File: src/rtl/multi_cycle_arithmetic_unit.sv
// multi_cycle_arithmetic_unit: valid/ready integer ALU, single-cycle logic/shift/compare ops plus
// WIDTH-iteration shift-add multiply and restoring divide on operand magnitudes.
module multi_cycle_arithmetic_unit #(
  parameter int WIDTH = 32
) (
  input  logic             clock,
  input  logic             reset_n,
  input  logic             flush,
  input  logic             in_valid,
  output logic             in_ready,
  input  logic [3:0]       op,
  input  logic [WIDTH-1:0] operand1,
  input  logic [WIDTH-1:0] operand2,
  output logic             out_valid,
  input  logic             out_ready,
  output logic [WIDTH-1:0] result_lo,
  output logic [WIDTH-1:0] result_hi,
  output logic             divide_by_zero
);
  localparam int SW = $clog2(WIDTH);
  typedef enum logic [1:0] {IDLE, COMPUTE, DONE} state_t;
  state_t r_state, w_next;
  logic [3:0] r_op;
  logic [WIDTH-1:0] r_x, r_hi, r_lo, w_alu, w_ma, w_mb, w_nx_hi, w_nx_lo, w_df;
  logic [SW-1:0] r_cnt, w_sh;
  logic r_neg_lo, r_neg_hi, r_dz;
  logic w_acc, w_mc, w_sgn, w_an, w_bn, w_last, w_ge, w_div;
  logic [WIDTH:0] w_sum, w_rs;
  logic [2*WIDTH-1:0] w_prod;

  assign in_ready = reset_n && !flush && (r_state == IDLE || (r_state == DONE && out_ready));
  assign w_acc = in_valid && in_ready;
  assign w_mc = op >= 4'd11 && op <= 4'd14;
  assign w_sgn = op == 4'd11 || op == 4'd13;
  assign w_an = w_sgn && operand1[WIDTH-1];
  assign w_bn = w_sgn && operand2[WIDTH-1];
  assign w_ma = w_an ? -operand1 : operand1;
  assign w_mb = w_bn ? -operand2 : operand2;
  assign w_sh = operand1[SW-1:0];
  assign w_last = r_cnt == SW'(WIDTH - 1);
  assign w_div = r_op == 4'd13 || r_op == 4'd14;
  assign out_valid = r_state == DONE;
  assign divide_by_zero = out_valid && r_dz;
  assign result_lo = r_lo;
  assign result_hi = r_hi;

  always_comb begin
    w_alu = '0;
    case (op)
      4'd0:    w_alu = operand1 + operand2;
      4'd1:    w_alu = operand1 - operand2;
      4'd2:    w_alu = $unsigned($signed(operand2) >>> w_sh);
      4'd3:    w_alu = operand2 >> w_sh;
      4'd4:    w_alu = operand2 << w_sh;
      4'd5:    w_alu = operand1 & operand2;
      4'd6:    w_alu = operand1 | operand2;
      4'd7:    w_alu = operand1 ^ operand2;
      4'd8:    w_alu = ~(operand1 | operand2);
      4'd9:    w_alu = WIDTH'($signed(operand1) < $signed(operand2));
      4'd10:   w_alu = WIDTH'(operand1 < operand2);
      default: w_alu = '0;
    endcase
  end

  // Multiply: {hi,lo} starts as {0, multiplier}; each step adds r_x into hi on lo[0] and shifts right.
  assign w_sum = {1'b0, r_hi} + (r_lo[0] ? {1'b0, r_x} : '0);
  assign w_prod = {w_sum, r_lo[WIDTH-1:1]};
  // Divide: lo shifts dividend bits out into the partial remainder in hi and quotient bits in.
  assign w_rs = {r_hi, r_lo[WIDTH-1]};
  assign w_ge = w_rs >= {1'b0, r_x};
  assign w_df = w_rs[WIDTH-1:0] - r_x;

  always_comb begin
    {w_nx_hi, w_nx_lo} = (w_last && r_neg_lo) ? -w_prod : w_prod;
    if (w_div) begin
      w_nx_hi = w_ge ? w_df : w_rs[WIDTH-1:0];
      w_nx_lo = {r_lo[WIDTH-2:0], w_ge};
      if (w_last) begin
        w_nx_hi = r_neg_hi ? -w_nx_hi : w_nx_hi;
        w_nx_lo = r_neg_lo ? -w_nx_lo : w_nx_lo;
      end
    end
  end

  always_ff @(posedge clock or negedge reset_n) begin
    if (!reset_n) r_state <= IDLE;
    else r_state <= w_next;
  end

  always_comb begin
    w_next = IDLE;
    if (!flush)
      w_next = r_state == COMPUTE ? (w_last ? DONE : COMPUTE) :
               w_acc ? (w_mc ? COMPUTE : DONE) :
               (r_state == DONE && !out_ready) ? DONE : IDLE;
  end

  // A zero divisor leaves quotient all ones and the remainder equal to |dividend|, so only
  // the quotient sign fix is suppressed to return the raw dividend in hi.
  always_ff @(posedge clock or negedge reset_n) begin
    if (!reset_n) begin
      r_op <= '0;
      r_x <= '0;
      r_hi <= '0;
      r_lo <= '0;
      r_cnt <= '0;
      r_neg_lo <= 1'b0;
      r_neg_hi <= 1'b0;
      r_dz <= 1'b0;
    end else if (w_acc) begin
      r_op <= op;
      r_x <= w_mb;
      r_hi <= '0;
      r_lo <= w_mc ? w_ma : w_alu;
      r_cnt <= '0;
      r_neg_lo <= (w_an ^ w_bn) && |operand2;
      r_neg_hi <= w_an;
      r_dz <= (op == 4'd13 || op == 4'd14) && ~|operand2;
    end else if (r_state == COMPUTE && !flush) begin
      r_hi <= w_nx_hi;
      r_lo <= w_nx_lo;
      r_cnt <= r_cnt + 1'b1;
    end
  end
endmodule

File: config.mk
export PLATFORM = sky130hd
export DESIGN_NAME = multi_cycle_arithmetic_unit
export DESIGN_NICKNAME = d
export VERILOG_FILES = /design/src/rtl/multi_cycle_arithmetic_unit.sv
export SDC_FILE = /design/constraint.sdc
export NUM_CORES = 1
export LEC_CHECK = 0
export CAP_MARGIN = 20
export CORE_ASPECT_RATIO = 2
export CORE_MARGIN = 10
export CORE_UTILIZATION = 50
export CTS_BUF_LIST = sky130_fd_sc_hd__clkbuf_4 sky130_fd_sc_hd__clkbuf_8 sky130_fd_sc_hd__clkbuf_16
export CTS_CLUSTER_DIAMETER = 100
export DETAILED_ROUTE_END_ITERATION = 16
export GPL_TIMING_DRIVEN = 0
export PLACE_DENSITY = 0.77
export SLEW_MARGIN = 20
export SYNTH_ARGS = -nofsm -noshare
export SYNTH_HDL_FRONTEND = slang
export SYNTH_SLANG_ARGS = --single-unit
File: constraint.sdc
create_clock -name clock -period 6.5 [get_ports clock]
set_clock_uncertainty 0.1 [all_clocks]
set_input_delay 0.975 -clock clock [delete_from_list [all_inputs] [get_ports clock]]
set_output_delay 0.975 -clock clock [all_outputs]
set_load 0.005 [all_outputs]
==> impl_results.md, run 1 <==
- Status: aborted with a tool error
- Vias in the first global route: 31.2k
- I/O pin count: 140
- Synth area leader: dfrtp_1
- Yosys top cell area share: 0.124
- Max clock buf depth: 2
- Largest net degree at the start of global routing: 73
- Error msg: [ERROR GRT-0116] Global routing finished with congestion. Check the congestion regions in the DRC Viewer.
- Clock sink count: 110
- Synth cell types: 102
- Total GRT Usage: 0.552
- Die width: 169 um
- Synth Warn #: 0
- Synth top area cells: dfrtp_1 (12%), ha_1 (9.4%), o21ai_0 (6.9%)
- Num rows: 109
- GRT overflow: 6
- First-pass GRT wire length: 220000 um
- CTS Root Cell: clkbuf_16
- Number of synthesized register bits: 110
- Fraction of registers with async set/reset: 1.00
- IO buf count: 138
- Total CTS buffers: 9
- Seq/Total Area, Yosys: 0.124
- Starting Density: 0.503
- Place WS: -1400 ps
- Placed Area: 24300 um2
- Post-synth EDFFs: 0
- Mapped Area: 22100 um2
- Chip height: 318 um
- Mapped Nets: 3445
- Post-Syn Instances: 3201
- Top cells by count, synth: nor2_1 (379), nand2_1 (330), o21ai_0 (305)
- Placed instance count: 3896
- Hpwl dp: 113000 um
- Mapped Avg Cell Area: 6.92 um2
- Placer Congestion: 1.14
- Count leader, synth: nor2_1
- H-tree Lvls: 3
- Ys flop type: dfrtp_1
- Last step reached: global routing
[layer usage]
layer  overflow  GRT usage
met5          0          0
met4          2      0.683
met3          0      0.214
met2          4      0.839
met1          0      0.504
[repair_timing]
item	4_1_cts
endpoints found under the setup margin	35
pin swaps	4
hold buffers	0
gates cloned	0
resized for setup	15
buffers inserted	4
[metrics by stage]
stage | util | setup TNS (ps)
after global placement | 0.550 | -235890
after detailed placement | 0.552 | -31960
after floorplan | - | 0
after CTS | 0.560 | 0
[cell families after synthesis]
kind of cell,share of synthesized area
simple gates,0.232
flops,0.124
fa+ha+maj,0.0980
mux,0.0668
xor+xnor,0.0890
buf+inv,0.0645
compound gates,0.325
==> run 2, diff against run 1 <==
Settings changed: CORE_ASPECT_RATIO 2 to default, CORE_UTILIZATION 50 to 35, CTS_BUF_LIST sky130_fd_sc_hd__clkbuf_4 sky130_fd_sc_hd__clkbuf_8 sky130_fd_sc_hd__clkbuf_16 to default, CTS_CLUSTER_DIAMETER 100 to default, PLACE_DENSITY 0.77 to default, PLACE_DENSITY_LB_ADDON from default to 0.15.
==> run 2 against run 1 <==
Against the previous run:
- the run now ends clean
- synthesized cell count stayed put
- synthesized area unchanged
==> impl_results.md, run 2 <==
- Type of origin of the critical path: primary input
- Synth cell types: 102
- Clock sink count: 110
- Commonest non-fill, non-tap cells in the layout: nor2_1 (378), nand2_1 (330), o21ai_0 (303)
- Final Hold Viols: 0
- Maxcap violations: 0
- Vias in the first global route: 25.1k
- Status: finished, final reports clean
- Crit Path Class: primary input to register
- Yosys top cell area share: 0.124
- Ys flop type: dfrtp_1
- Crit-path max FO: 12
- Setup violators final: 0
- Vias per inst: 6.36
- Mapped Area: 22100 um2
- Num rows: 92
- Die width: 272 um
- Core ar.: 62900 um2
- Hpwl dp: 102000 um
- Clock share of power: 0.139
- Actual slew at the worst max-slew pin: 1260 ps
- Crit path from: operand1[3]
- TritonCTS clock tree: done
- Post-synth EDFFs: 0
- Final total power: 4060 uW
- CTS Root Cell: clkbuf_16
- Most common cell after layout, fill and taps aside: nor2_1
- Synth area leader: dfrtp_1
- Antenna Violating Nets Remaining: 0
- NumNets Final: 3593
- I/O pin count: 140
- Switch Pwr: 2100 uW
- Area growth from synthesis to layout: 12.6%
- Mapped Avg Cell Area: 6.92 um2
- Post-Syn Instances: 3201
- Max clock buf depth: 2
- WHS: 382 ps
- Comb pwr share: 0.627
- Fill cells: 6902
- IO buf count: 138
- Rel. slew slack: 0.152
- HP Start: r_x[11]$_DFFE_PN0P_
- Starting Density: 0.352
- Total CTS buffers: 9
- Sw Share: 0.519
- Number of synthesized register bits: 110
- Clock latency on the worst-skew pair: 380 ps
- CP max stage delay: 830 ps
- TritonRoute pass-1 iters: 6
- Share of cells above drive strength 1: 0.0424
- Max Clock Freq: 156 MHz
- Wirelength per Cell: 29.9 um
- Fraction of registers with async set/reset: 1.00
- Worst-path clk slew: 70 ps
- Iteration-0 DRC Markers: 3561
- Seq/Total Area, Yosys: 0.124
- Minimum clock period: 6410 ps
- Leak Pwr: 0.00989 uW
- Post-cts hold buffer count: 0
- Worst path slowest cell: o21ai_0
- Sum Neg Setup Slack: 0 ps
- Unrepaired setup endpoints after global routing: false
- Via count: 26.7k
- HP Class: register to register
- Worst path cell trace: clkdlybuf4s50_1 -> clkbuf_2 -> inv_1 -> buf_1 -> ha_1 -> inv_1 -> o21ai_0 -> a21oi_1 -> o21ai_0 -> o21ai_0 -> o21a_1 -> nor2_2 -> o31a_1 -> nand2_1 -> o211ai_1 -> a221oi_1 -> o21ai_0
- Seq pwr share: 0.234
- First-pass GRT wire length: 179000 um
- Die area: 73700 um2
- Int Pwr: 1950 uW
- H-tree Lvls: 3
- Worst r2r src: result_hi[7]$_DFFE_PN0P_
- Initial antenna violation count: 2
- Number of diodes: 0
- Count leader, synth: nor2_1
- Synth Warn #: 0
- DR DRC count: 0
- Final Max Slew Viols: 0
- Worst EP required: 6640 ps
- Critical Path AT: 6550 ps
- Overall routed net length: 125000 um
- Mapped Nets: 3445
- CP dominant cell by count: o21ai_0
- Final period util: 0.987
- Placer Congestion: 1.14
- Worst VDD drop: 0.141 mV
- Chip height: 272 um
- Top cells by count, synth: nor2_1 (379), nand2_1 (330), o21ai_0 (305)
- Synth top area cells: dfrtp_1 (12%), ha_1 (9.4%), o21ai_0 (6.9%)
- Total GRT Usage: 0.324
- Largest net degree at the start of global routing: 71
- Worst setup EP type: register
- GRT overflow: 0
- PwrDens: 163 nW/um2
-- run 2: critical path, delay by kind of cell --
family	cells	cell delay, ps
buffers and inverters	5	2030
AO/OA/AOI/OAI	9	2910
adder cells (fa/ha/maj)	1	420
AND/OR/NAND/NOR	2	200
-- run 2: routing by layer --
| metal | global-route usage | routed length (um) | part of all wire | vias up |
|---|---|---|---|---|
| li1 | - | - | - | 12000 |
| met1 | 0.419 | 51800 | 0.41 | 12900 |
| met2 | 0.511 | 55300 | 0.44 | 1465 |
| met3 | 0.0548 | 10900 | 0.087 | 267 |
| met4 | 0.172 | 7500 | 0.060 | 4 |
| met5 | 0 | 34 | 0.00027 | - |
-- run 2: cell type report --
cell class / count / area, um2 / area share
Multi-Input combinational cell: 2724 / 18000 / 0.721
Sequential cell: 110 / 2750 / 0.110
Timing Repair Buffer: 141 / 1420 / 0.0570
Tap cell: 846 / 1060 / 0.0424
Buffer: 210 / 855 / 0.0343
Inverter: 153 / 577 / 0.0231
Clock buffer: 11 / 253 / 0.0101
Clock inverter: 4 / 31.3 / 0.00125
-- run 2: repair_timing --
action	in CTS	in global routing
hold endpoints to repair	0	0
setup endpoints to repair	23	18
gates resized for setup	6	7
setup buffers	0	0
-- run 2: kinds of logic after synthesis --
family,synth area share
mux,0.0668
simple gates,0.232
fa+ha+maj,0.0980
buf+inv,0.0645
flops,0.124
compound gates,0.325
xor+xnor,0.0890
-- run 2: path summary, 6_finish.rpt --
path	end	slack (ps)	cells after the start
max	result_lo[16]$_DFFE_PN0P_	90	17
min	r_x[11]$_DFFE_PN0P_	380	2
max reg2reg	result_hi[26]$_DFFE_PN0P_	390	22
min reg2reg	r_x[11]$_DFFE_PN0P_	380	2
max in group asynchronous	result_hi[0]$_DFFE_PN0P_	5130	2
min in group asynchronous	result_hi[24]$_DFFE_PN0P_	400	1
-- run 2: through the flow --
step                       util  instances  setup slack [ps]  cell area (um2)
after floorplan               -       3201              1530            22100
after global placement    0.391       4185             -3100            24600
after detailed placement  0.392       4187             -1230            24600
after CTS                 0.397       4200              6.84            24900
after global routing      0.397       4199              6.08            24900
final                     0.397       4199              85.9            24900
-- run 2: power by group through the flow --
stage / combinational, uW / sequential, uW / clock (uW)
floorplan: 1540 / 899 / 0
global placement: 2460 / 957 / 0
detailed placement: 2440 / 959 / 0
CTS: 2460 / 946 / 576
global route: 2710 / 963 / 597
finish: 2540 / 949 / 566
Power figures use the tool's default switching activity.
==> run 3, diff against run 2 <==
Clock period 6.5 ns to 8 ns, I/O delays scaled along.
==> run 3 against run 2 <==
Against the previous run:
- sequential cell count unchanged
- first-iteration DRC count up 1.6%
- register-to-register slack better by 1100 ps
- highest routed layer unchanged
- critical endpoint is now result_lo[24]$_DFFE_PN0P_
- clock power down 18%
- routed wire length up 0.14%
- via count up 0.12%
- non-clock buffer count up 4
- utilization about the same
==> impl_results.md, run 3 (synthesized netlist as in run 2, its figures left out) <==
- GRT overflow: 0
- Final total power: 3300 uW
- CTS resizes: 0
- Final period util: 0.992
- Crit Path Class: primary input to register
- Clock latency on the worst-skew pair: 380 ps
- Initial antenna violation count: 2
- Worst EP required: 8140 ps
- Setup violators final: 0
- Most common cell after layout, fill and taps aside: nor2_1
- Actual slew at the worst max-slew pin: 1230 ps
- Vias in the first global route: 25.2k
- Buffers inserted by post-CTS timing repair: 0
- FF-to-FF path depth: 24
- TritonCTS clock tree: done
- Maxcap violations: 0
- Commonest non-fill, non-tap cells in the layout: nor2_1 (379), nand2_1 (330), o21ai_0 (304)
- Clock share of power: 0.140
- Worst VDD drop: 0.116 mV
- Die area: 73700 um2
- Iteration-0 DRC Markers: 3619
- CTS Root Cell: clkbuf_16
- Largest net degree at the start of global routing: 71
- Area growth from synthesis to layout: 12.6%
- Clock sink count: 110
- Int Pwr: 1590 uW
- Die width: 272 um
- Sw Share: 0.519
- Comb pwr share: 0.626
- Crit-path max FO: 10
- NumNets Final: 3597
- Worst setup EP type: register
- Worst r2r src: result_hi[12]$_DFFE_PN0P_
- Core ar.: 62900 um2
- Total GRT Usage: 0.324
- Seq pwr share: 0.234
- Status: finished, final reports clean
- Starting Density: 0.352
- TritonRoute pass-1 iters: 6
- HP Start: r_x[11]$_DFFE_PN0P_
- Hold Path End: r_x[11]$_DFFE_PN0P_
- Critical Path AT: 8070 ps
- I/O pin count: 140
- Unrepaired setup endpoints after global routing: false
- Minimum clock period: 7940 ps
- Hold path depth: 2
- Leak Pwr: 0.00987 uW
- Worst reg-to-reg setup slack: 1480 ps
- PwrDens: 132 nW/um2
- Final Max Slew Viols: 0
- Hpwl dp: 102000 um
- Share of cells above drive strength 1: 0.0399
- Wirelength per Cell: 29.9 um
- R2r endpoint: result_hi[26]$_DFFE_PN0P_
- Overall routed net length: 126000 um
- Final Hold Viols: 0
- First-pass GRT wire length: 179000 um
- Antenna Violating Nets Remaining: 0
- Fill cells: 6899
- Setup slack after layout: 62.8 ps
- Via count: 26.7k
- HP Class: register to register
- Max clock buf depth: 2
- Placer Congestion: 1.14
- Num rows: 92
- Place WS: 48.1 ps
- Type of origin of the critical path: primary input
- Post-cts hold buffer count: 0
- DR DRC count: 0
- H-tree Lvls: 3
- Switch Pwr: 1710 uW
- Rel. slew slack: 0.177
- IO buf count: 138
- Worst-path clk slew: 80 ps
- Total CTS buffers: 9
- Max Clock Freq: 126 MHz
- Vias per inst: 6.36
- Chip height: 272 um
==> run 3: cell types whose count changed in the layout (fill, tap and decap cells not counted), sizes merged <==
cell           delta
diode             +2
buf               +5
clkdlybuf4s15     -1
clkinv            +1
inv               -1
==> run 3: per-layer routing <==
metal	up-vias	global-route usage	share of wire
met4	2	0.176	0.062
li1	12000	-	-
met2	1562	0.509	0.44
met3	282	0.0564	0.091
met1	12800	0.417	0.41
met5	-	0	0.00016
==> run 3: worst max path at each step <==
stage / start / slack [ps] / to
after global routing: operand1[2] / 10 / result_lo[24]$_DFFE_PN0P_
final: operand1[2] / 60 / result_lo[24]$_DFFE_PN0P_
after CTS: operand1[2] / 440 / result_lo[24]$_DFFE_PN0P_
after floorplan: operand1[1] / 2800 / result_lo[29]$_DFFE_PN0P_
after detailed placement: operand1[2] / 50 / result_lo[24]$_DFFE_PN0P_
after global placement: reset_n / -1830 / result_lo[6]$_DFFE_PN0P_
==> run 3: layout make-up <==
cell class              count  area [um2]  share of cell area
multi-input cells        2724       18000               0.721
well taps                 846        1060              0.0425
clock inverters             4        31.3             0.00125
diodes                      2        5.00            0.000201
plain buffers             214         856              0.0343
repair buffers            141        1420              0.0571
flip-flops and latches    110        2750               0.110
inverters                 153         574              0.0230
clock buffers              11         253              0.0101
==> run 3: power by group through the flow <==
stage          clock, uW  combinational [uW]  sequential (uW)
4_1_cts              468                2000              768
2_1_floorplan          0                1250              730
6_report             462                2060              772
5_1_grt              485                2200              782
3_5_place_dp           0                1990              779
3_3_place_gp           0                2000              777
==> run 3: stage by stage <==
stage / instance area (um2) / hold slack, ps / util / TNS, ps / instances
2_1_floorplan: 22100 / 342 / - / 0 / 3201
3_3_place_gp: 24600 / 361 / 0.391 / -87900 / 4185
3_5_place_dp: 24600 / 371 / 0.392 / 0 / 4187
4_1_cts: 24900 / 388 / 0.396 / 0 / 4202
5_1_grt: 24900 / 414 / 0.397 / 0 / 4203
6_report: 24900 / 382 / 0.397 / 0 / 4205
==> run 3: worst max-delay path, cell delays in order <==
cell and delay, ps:
clkdlybuf4s50_1 570, clkinv_1 230, buf_1 630, clkbuf_1 700, buf_1 770, ha_1 420
nor2b_1 80, o21ai_0 230, a21oi_1 140, o21ai_0 340, o21ai_0 450, o21a_1 310
nor2_1 480, o211a_1 300, o21ai_0 100, a21o_1 220, a2111oi_0 750, o31ai_1 110
==> run 4, diff against run 3 <==
Settings changed: DONT_BUFFER_PORTS from default to 1, SLEW_MARGIN 20 to default.
==> run 4 against run 3 <==
Against the previous run:
- sequential share of layout area is 0.64 points higher
- final cell count fell by 3.1%
- utilization down 2.2 points
- first-iteration DRC count fell by 8.5%
- non-clock buffer count shrank 136
- combinational power fell by 8%
- register-to-register slack got worse by 260 ps
- die area did not move
- maximum frequency grew 9.4%
- clock power rose by 2%
==> impl_results.md, run 4 (synthesized netlist as in run 2, its figures left out) <==
- Via count: 26.6k
- Final total power: 3150 uW
- CP dominant cell by count: o21ai_0
- GRT overflow: 0
- Worst setup EP type: register
- Status: finished, final reports clean
- First-pass GRT wire length: 186000 um
- Worst reg-to-reg setup slack: 1220 ps
- NumNets Final: 3461
- Fill cells: 6874
- Leak Pwr: 0.00936 uW
- CP max stage delay: 800 ps
- Sum Neg Setup Slack: 0 ps
- Setup slack after layout: 747 ps
- Most common cell after layout, fill and taps aside: nor2_1
- Placer Congestion: 1.08
- CTS Root Cell: clkbuf_16
- Rel. slew slack: 0.217
- Clock sink count: 110
- Die area: 73700 um2
- Die width: 272 um
- Crit-path max FO: 10
- Vias per inst: 6.53
- Vias in the first global route: 25.0k
- Initial antenna violation count: 7
- Starting Density: 0.352
- Area growth from synthesis to layout: 6.39%
- Chip height: 272 um
- HP Class: register to register
- Worst-path clk slew: 80 ps
- Critical Path AT: 7420 ps
- Worst r2r src: result_hi[12]$_DFFE_PN0P_
- Crit Path Class: primary input to register
- IO buf count: 0
- Final Hold Viols: 0
- Num rows: 92
- Total GRT Usage: 0.343
- Hold path depth: 2
- Final period util: 0.907
- Overall routed net length: 133000 um
- Worst EP required: 8160 ps
- Max clock buf depth: 2
- Type of origin of the critical path: primary input
- Worst path slowest cell: buf_1
- DR DRC count: 0
- Antenna Violating Nets Remaining: 0
- Commonest non-fill, non-tap cells in the layout: nor2_1 (379), nand2_1 (330), o21ai_0 (305)
- TritonCTS clock tree: done
- Cell family with most CP delay: compound AO/OA/AOI/OAI gates
- WHS: 390 ps
- Hpwl dp: 109000 um
- Final non-filler cell total: 4073
- Post-cts hold buffer count: 0
- Share of cells above drive strength 1: 0.0413
- Clock latency on the worst-skew pair: 390 ps
- TritonRoute pass-1 iters: 6
- Placed instance count: 4051
- Max Clock Freq: 138 MHz
- R2r endpoint: result_hi[26]$_DFFE_PN0P_
- Unrepaired setup endpoints after global routing: false
- Core ar.: 62900 um2
- Minimum clock period: 7250 ps
- Hold Path End: r_x[26]$_DFFE_PN0P_
- Largest net degree at the start of global routing: 112
- FF-to-FF path depth: 24
- H-tree Lvls: 3
- Total CTS buffers: 9
- Place WS: 693 ps
- Worst path cell trace: clkinv_1 -> buf_1 -> clkbuf_1 -> buf_1 -> ha_1 -> a21oi_1 -> o2111ai_1 -> nor3b_1 -> o21ai_0 -> o21ai_0 -> a21oi_1 -> o21ai_0 -> a311o_1 -> o21ai_0 -> a2111oi_0 -> buf_2 -> o21ai_0
- CTS resizes: 0
- Worst VDD drop: 0.111 mV
- PwrDens: 134 nW/um2
- Wirelength per Cell: 32.6 um
- Actual slew at the worst max-slew pin: 1170 ps
- Iteration-0 DRC Markers: 3313
- I/O pin count: 140
- Critical path buffers and inverters: 5
- Maxcap violations: 0
- HP Start: r_x[26]$_DFFE_PN0P_
- Setup violators final: 0
- Buffers inserted by post-CTS timing repair: 0
- Levels on crit path: 17
- Final Max Slew Viols: 0
-- run 4: layer usage --
layer / global-route usage / routed length [um] / up-vias / share of wire
met5: 0 / 33 / - / 0.00025
met4: 0.210 / 9020 / 4 / 0.068
met3: 0.0685 / 12000 / 320 / 0.091
met2: 0.548 / 59400 / 1559 / 0.45
met1: 0.419 / 52300 / 12900 / 0.39
li1: - / - / 11800 / -
-- run 4: through the flow --
stage | utilization | instance area, um2
2_1_floorplan | - | 22100
3_3_place_gp | 0.369 | 23200
3_5_place_dp | 0.370 | 23200
4_1_cts | 0.375 | 23500
5_1_grt | 0.375 | 23600
6_report | 0.375 | 23600
-- run 4: worst min-delay path, stage by stage, from the launching register on --
cell and delay, ps:
dfrtp_1 350, nand2_1 50, o21ai_0 60
-- run 4: layout make-up --
class | instances | area, um2 | share of cell area
Clock inverter | 6 | 61.3 | 0.00260
Buffer | 214 | 855 | 0.0363
Clock buffer | 10 | 239 | 0.0101
Antenna cell | 5 | 12.5 | 0.000531
Inverter | 153 | 574 | 0.0244
Timing Repair Buffer | 5 | 37.5 | 0.00159
Tap cell | 846 | 1060 | 0.0449
Sequential cell | 110 | 2750 | 0.117
Multi-Input combinational cell | 2724 | 18000 | 0.763
-- run 4: worst max path at each step --
| stage | from | endpoint | slack [ps] |
|---|---|---|---|
| after floorplan | operand1[1] | result_lo[29]$_DFFE_PN0P_ | 2800 |
| after global placement | operand1[2] | result_lo[26]$_DFFE_PN0P_ | 30 |
| after detailed placement | operand1[2] | result_lo[26]$_DFFE_PN0P_ | 690 |
| after CTS | operand1[2] | result_lo[26]$_DFFE_PN0P_ | 1080 |
| after global routing | operand1[2] | result_lo[26]$_DFFE_PN0P_ | 650 |
| final | operand1[2] | result_lo[26]$_DFFE_PN0P_ | 750 |
-- run 4: power by group --
group / switching [uW] / internal, uW / total [uW] / leakage [uW]
Sequential: 155 / 637 / 792 / 0.00142
Clock: 240 / 228 / 469 / 0.000150
Combinational: 1280 / 615 / 1890 / 0.00779
